===== config.mk =====
export PLATFORM = sky130hd
export DESIGN_NAME = puvvada_says_ssd_driver
export DESIGN_NICKNAME = d
export VERILOG_FILES = /design/src/rtl/puvvada_says_pkg.sv /design/src/rtl/puvvada_says_ssd_driver_bin2bcd.sv /design/src/rtl/puvvada_says_ssd_driver.sv
export SDC_FILE = /design/constraint.sdc
export NUM_CORES = 1
export LEC_CHECK = 0
export CAP_MARGIN = 20
export CORE_MARGIN = 1.5
export CORE_UTILIZATION = 50
export CTS_CLUSTER_DIAMETER = 100
export DETAILED_ROUTE_END_ITERATION = 7
export HOLD_SLACK_MARGIN = 0.05
export PLACE_DENSITY_LB_ADDON = 0.05
export SYNTH_ARGS = -nofsm -noshare
export SYNTH_HDL_FRONTEND = slang
export SYNTH_SLANG_ARGS = --single-unit

===== constraint.sdc =====
create_clock -name Clk -period 2 [get_ports Clk]
set_input_delay 0.2 -clock Clk [delete_from_list [all_inputs] [get_ports Clk]]
set_output_delay 0.2 -clock Clk [all_outputs]
set_load 0.02 [all_outputs]

===== src/rtl/puvvada_says_pkg.sv =====
`default_nettype none
// ---------------------------------------------------------------------------
// puvvada_says_pkg: seven-segment glyphs and converter states. Rev 1.0
// ---------------------------------------------------------------------------
package puvvada_says_pkg;

  // Active-low segments {a,b,c,d,e,f,g}, a is the MSB
  localparam logic [6:0] SSD_0     = 7'b0000001;
  localparam logic [6:0] SSD_1     = 7'b1001111;
  localparam logic [6:0] SSD_2     = 7'b0010010;
  localparam logic [6:0] SSD_3     = 7'b0000110;
  localparam logic [6:0] SSD_4     = 7'b1001100;
  localparam logic [6:0] SSD_5     = 7'b0100100;
  localparam logic [6:0] SSD_6     = 7'b0100000;
  localparam logic [6:0] SSD_7     = 7'b0001111;
  localparam logic [6:0] SSD_8     = 7'b0000000;
  localparam logic [6:0] SSD_9     = 7'b0001100;
  localparam logic [6:0] SSD_BLANK = 7'b1111111;
  localparam logic [6:0] SSD_L     = 7'b1110001;
  localparam logic [6:0] SSD_P     = 7'b0011000;

  typedef enum logic [1:0] {
    IDLE   = 2'd0,
    LOAD   = 2'd1,
    SHIFT  = 2'd2,
    COMMIT = 2'd3
  } conv_state_t;

  function automatic logic [6:0] ssd_encode(input logic [3:0] nib);
    case (nib)
      4'd0:    return SSD_0;
      4'd1:    return SSD_1;
      4'd2:    return SSD_2;
      4'd3:    return SSD_3;
      4'd4:    return SSD_4;
      4'd5:    return SSD_5;
      4'd6:    return SSD_6;
      4'd7:    return SSD_7;
      4'd8:    return SSD_8;
      4'd9:    return SSD_9;
      default: return SSD_BLANK;
    endcase
  endfunction

endpackage
`default_nettype wire


===== src/rtl/puvvada_says_ssd_driver_bin2bcd.sv =====
`default_nettype none
// ---------------------------------------------------------------------------
// bin2bcd_seq: multi-cycle shift-add-3 binary to 3-digit BCD engine. Rev 1.0
// ---------------------------------------------------------------------------
module bin2bcd_seq
  import puvvada_says_pkg::*;
#(
  parameter int BIN_W = 9
) (
  input  logic             Clk,
  input  logic             Reset_n,
  input  logic             start,
  input  logic [BIN_W-1:0] bin,
  output logic [11:0]      bcd,
  output logic             busy,
  output logic             done
);

  localparam int CNT_W = $clog2(BIN_W + 1);

  conv_state_t      state, state_nx;
  logic [BIN_W-1:0] bin_q;
  logic [11:0]      bcd_q;
  logic [11:0]      bcd_adj;
  logic [CNT_W-1:0] cnt;

  always_ff @(posedge Clk or negedge Reset_n) begin
    if (!Reset_n) state <= IDLE;
    else          state <= state_nx;
  end

  always_comb begin
    state_nx = state;
    case (state)
      IDLE:    if (start) state_nx = LOAD;
      LOAD:    state_nx = SHIFT;
      SHIFT:   if (cnt == CNT_W'(BIN_W - 1)) state_nx = COMMIT;
      COMMIT:  state_nx = IDLE;
      default: state_nx = IDLE;
    endcase
  end

  always_comb begin
    bcd_adj = bcd_q;
    for (int i = 0; i < 3; i++) begin
      if (bcd_q[4*i +: 4] >= 4'd5) bcd_adj[4*i +: 4] = bcd_q[4*i +: 4] + 4'd3;
    end
  end

  always_ff @(posedge Clk or negedge Reset_n) begin
    if (!Reset_n) begin
      bin_q <= '0;
      bcd_q <= '0;
      cnt   <= '0;
    end else begin
      case (state)
        LOAD: begin
          bin_q <= bin;
          bcd_q <= '0;
          cnt   <= '0;
        end
        SHIFT: begin
          {bcd_q, bin_q} <= {bcd_adj, bin_q} << 1;
          cnt            <= cnt + CNT_W'(1);
        end
        default: ;
      endcase
    end
  end

  assign bcd  = bcd_q;
  assign busy = (state != IDLE);
  assign done = (state == COMMIT);

endmodule
`default_nettype wire


===== src/rtl/puvvada_says_ssd_driver.sv =====
`default_nettype none
// ---------------------------------------------------------------------------
// puvvada_says_ssd_driver: level/score to BCD, multiplexed onto 4 SSDs. Rev 1.0
// ---------------------------------------------------------------------------
module puvvada_says_ssd_driver
  import puvvada_says_pkg::*;
#(
  parameter int SCAN_BITS = 18,
  parameter int BIN_W     = 9
) (
  input  logic       Clk,
  input  logic       Reset_n,
  input  logic [6:0] level,
  input  logic [8:0] score,
  input  logic       Show_score,
  output logic       An3,
  output logic       An2,
  output logic       An1,
  output logic       An0,
  output logic [6:0] Cathodes,
  output logic       Dp,
  output logic       Conv_busy
);

  logic [BIN_W-1:0]     sel;
  logic [BIN_W-1:0]     last_val;
  logic                 last_mode;
  logic                 start;
  logic                 load_q;
  logic                 busy;
  logic                 done;
  logic [11:0]          bcd;
  logic [3:0]           d2, d1, d0;
  logic                 mode_q;
  logic [SCAN_BITS-1:0] scan_cnt;
  logic [1:0]           sel2;
  logic [3:0]           an_nx, an_q;
  logic [6:0]           cath_nx, cath_q;

  assign sel   = Show_score ? BIN_W'(score) : BIN_W'(level);
  assign start = (sel != last_val) || (Show_score != last_mode);

  bin2bcd_seq #(.BIN_W(BIN_W)) u_bin2bcd (
    .Clk     (Clk),
    .Reset_n (Reset_n),
    .start   (start),
    .bin     (sel),
    .bcd     (bcd),
    .busy    (busy),
    .done    (done)
  );

  // load_q marks the engine's LOAD cycle, when it samples the same sel we record here
  always_ff @(posedge Clk or negedge Reset_n) begin
    if (!Reset_n) begin
      load_q    <= 1'b0;
      last_val  <= '0;
      last_mode <= 1'b0;
      d2        <= 4'd0;
      d1        <= 4'd0;
      d0        <= 4'd0;
      mode_q    <= 1'b0;
    end else begin
      load_q <= start && !busy;
      if (load_q) begin
        last_val  <= sel;
        last_mode <= Show_score;
      end
      if (done) begin
        {d2, d1, d0} <= bcd;
        mode_q       <= last_mode;
      end
    end
  end

  always_ff @(posedge Clk or negedge Reset_n) begin
    if (!Reset_n) scan_cnt <= '0;
    else          scan_cnt <= scan_cnt + SCAN_BITS'(1);
  end

  assign sel2 = scan_cnt[SCAN_BITS-1 -: 2];

  always_comb begin
    an_nx   = 4'b1111;
    cath_nx = SSD_BLANK;
    case (sel2)
      2'd0: begin
        an_nx   = 4'b1110;
        cath_nx = ssd_encode(d0);
      end
      2'd1: begin
        an_nx   = 4'b1101;
        cath_nx = (d2 == 4'd0 && d1 == 4'd0) ? SSD_BLANK : ssd_encode(d1);
      end
      2'd2: begin
        an_nx   = 4'b1011;
        cath_nx = (d2 == 4'd0) ? SSD_BLANK : ssd_encode(d2);
      end
      default: begin
        an_nx   = 4'b0111;
        cath_nx = mode_q ? SSD_P : SSD_L;
      end
    endcase
  end

  always_ff @(posedge Clk or negedge Reset_n) begin
    if (!Reset_n) begin
      an_q   <= 4'b1110;
      cath_q <= SSD_0;
    end else begin
      an_q   <= an_nx;
      cath_q <= cath_nx;
    end
  end

  assign {An3, An2, An1, An0} = an_q;
  assign Cathodes             = cath_q;
  assign Dp                   = 1'b1;
  assign Conv_busy            = busy;

endmodule
`default_nettype wire


==> run summary <==
Status: completed
Relative max-transition margin: 64.8%
Final Util: 61.2%
Worst path slowest cell: dfrtp_1
Flops & latches, synth: 80
# setup viols final: 0
Period Utilization, post-route: 94.6%
Crit path largest cell delay: 0.42 ns
Post-synth top flop: dfrtp_1
Final hold violations: 0
Iter 0 DRT Violations: 124
R2R Setup Slk: 0.11 ns
Fin. max-slew vios: 0
Peak VDD IR: 0.000816 V
Mapped Cells: 455
Tmin final: 1.89 ns
Worst path cell trace: xor2_1 -> a21oi_1 -> a21oi_1 -> or3_4 -> o31a_1 -> mux2_4
Max cap viols: 0
GR Util All Layers: 19.8%
Reg-to-reg endpoint: u_bin2bcd.state[1]
Mapped Nets: 502
Crit path launch: last_val[8]
Initial antenna violation count: 0
DRC viols: 0
Core Footprint: 8300 µm²
Drt via density: 5.30
Via count: 3223
Asr flop ratio synth: 100%
P_sw: 1980 µW
Static Leak: 0.00224 µW
Pre-CTS setup slack: -0.529 ns
Ports: 32
Register-to-Register Path Depth: 6
Seq pwr share: 40.5%
Wirelength per Cell: 13.4 µm
WHS: 0.349 ns
# placed instances: 590
P_int: 3570 µW
CTS max path bufs: 2
Worst setup margin: 0.109 ns
Crit path kind: reg2reg
First-pass GRT wire length: 14100 µm
Fmax: 529 MHz
Clock latency on the worst-skew pair: 0.35 ns
Mapped cell area: 4340 µm²
Row count: 33
Die width: 96.2 µm
Final antenna-violating net count: 0
Most common cell after layout, fill and taps aside: dfrtp_1
Most used cell, CP: a21oi_1
TritonCTS Buffers: 9
First-pass DRT Iterations: 4
Unique masters post-synth: 51
Avg Cell Area, Syn: 9.54 µm²
Comb pwr share: 38.6%
Most frequent cells in the layout: 76 x dfrtp_1, 39 x nor2_1, 38 x nand2_1
Hold Path Class: in2async
Clock transition at path regs: 0.08 ns
Required time of the critical path: 2.23 ns
Die area: 9250 µm²
Die Ht: 96.2 µm
TritonCTS clock tree: built
Initial Util: 52.3%
Diodes inserted: 0
CP max FO: 3
Post-DP HPWL: 5980 µm
CP startpoint kind: flop
H-tree depth: 3
Ranking of synthesized cells by area: dfrtp_1 44%, ha_1 8.1%, xnor2_1 4.4%
# clock sinks: 80
Worst Tran Pin Value: 0.528 ns
Area Overhead vs Synth: 17.0%
Routed WL: 8150 µm
EDFF count, synth: 0
Post-layout nets: 545
Final Non-Filler Cells: 608
Crit. End Element: flop
Reg2reg start: last_val[8]
Clk pwr share: 20.9%
Yosys warns: 0
Placed cell area: 4870 µm²
CTS root buf: clkbuf_8
Placer Congestion: 0.781
Share of cells above drive strength 1: 12.7%
Largest net degree at the start of global routing: 39
Sw frac: 35.6%
Fin Clk Skew: 0.0178 ns
I/O Buffers: 30
Power density over cell area: 1090 nW/µm²
CP arrival: 2.12 ns
Vias in the first global route: 3172
RSZ-0062 raised after global routing: no
Final non-filler cell area: 5080 µm²
GRT overflow: 0
Sequential area share after synthesis: 46.2%
Top-area cell type share of the netlist area: 43.8%
Dominant cell type by area after synthesis: dfrtp_1
## metal layers
layer	part of all wire [%]	track usage, %	vias to the layer above
li1	-	-	1644
met1	46	24.5	1521
met2	50	34.5	49
met3	2.3	3.55	9
met4	1.2	6.86	0
met5	0	0	-
## registers in the layout, summed over array words and instances (netlist names)
register,cells
scan_cnt,18
u_bin2bcd.bcd,12
last_val,9
u_bin2bcd.bin_q,9
Cathodes,7
an_q,4
d0,4
d1,4
d2,4
u_bin2bcd.cnt,4
u_bin2bcd.state,2
last_mode,1
load_q,1
mode_q,1
## area by class of cell
type,instances,area (µm²)
Fill cell,725,3220
Multi-Input combinational cell,319,2110
Sequential cell,80,2010
Timing Repair Buffer,55,514
Tap cell,105,131
Clock buffer,10,128
Inverter,33,124
Clock inverter,6,58.8
## worst max-delay path by stage
stage / depth (start not counted) / end
after floorplan: 7 / u_bin2bcd.state[1]
after global placement: 8 / u_bin2bcd.state[1]
after detailed placement: 7 / u_bin2bcd.state[1]
after CTS: 4 / Conv_busy
after global routing: 8 / u_bin2bcd.state[1]
final: 6 / u_bin2bcd.state[1]
## logic make-up after synthesis
family	share of synthesized area (%)
AO/OA/AOI/OAI	15.3
XOR/XNOR	5.85
adder cells (fa/ha/maj)	8.07
buffers and inverters	5.36
flip-flops	46.2
multiplexers	6.49
other	0.0864
AND/OR/NAND/NOR	12.6
## per-stage QoR
| stage | power [µW] | TNS [ns] |
|---|---|---|
| finish | 5540 | 0 |
| global route | 5970 | 0 |
| CTS | 5620 | 0 |
| detailed placement | 4420 | -0.981 |
| global placement | 4360 | -0.908 |
| floorplan | 3670 | -0.00317 |
## power groups by stage
stage	Sequential, µW	Clock (µW)	Combinational, µW
global route	2290	1270	2400
CTS	2250	1200	2170
finish	2250	1160	2140
detailed placement	2280	0	2140
floorplan	2200	0	1470
global placement	2270	0	2090
## worst max-delay path: cells and delay by family (launching register included)
kind                      cells  cell delay (ns)
and+or+nand+nor               1             0.40
DFF                           1             0.42
muxes                         1             0.30
AOI/OAI and AO/OA             3             0.52
xor gates and xnor gates      1             0.15
## synthesized netlist by cell type, types with 2 or more instances
| cell type | n |
|---|---|
| inv_1 | 31 |
| buf_1 | 4 |
| mux2i_4 | 2 |
| or2_1 | 2 |
| a211oi_1 | 4 |
| ha_1 | 28 |
| nand4_1 | 4 |
| o22ai_1 | 8 |
| clkbuf_1 | 16 |
| o32ai_1 | 2 |
| o211ai_1 | 3 |
| xor2_1 | 7 |
| xnor2_1 | 22 |
| nand2_1 | 38 |
| a21oi_1 | 33 |
| nor2_1 | 39 |
| nand3_1 | 13 |
| o21ai_0 | 33 |
| nor3_1 | 6 |
| o21ai_1 | 19 |
| dfrtp_1 | 76 |
| dfstp_2 | 4 |
| and3_1 | 4 |
| mux2_2 | 14 |
| o22a_1 | 2 |
| a31oi_1 | 4 |
| nor2b_1 | 3 |
| mux2i_1 | 5 |
| o21a_1 | 2 |
| nand2b_1 | 6 |
## what timing repair did
item | 4_1_cts | 5_1_grt
setup buffers | 1 | 0
hold buffers | 1 | 0
pin swaps | 1 | 0
gates resized for setup | 2 | 1
endpoints found under the hold margin | 31 | 0
setup endpoints to repair | 2 | 1
Note: power is estimated with default switching activity, not from simulation.
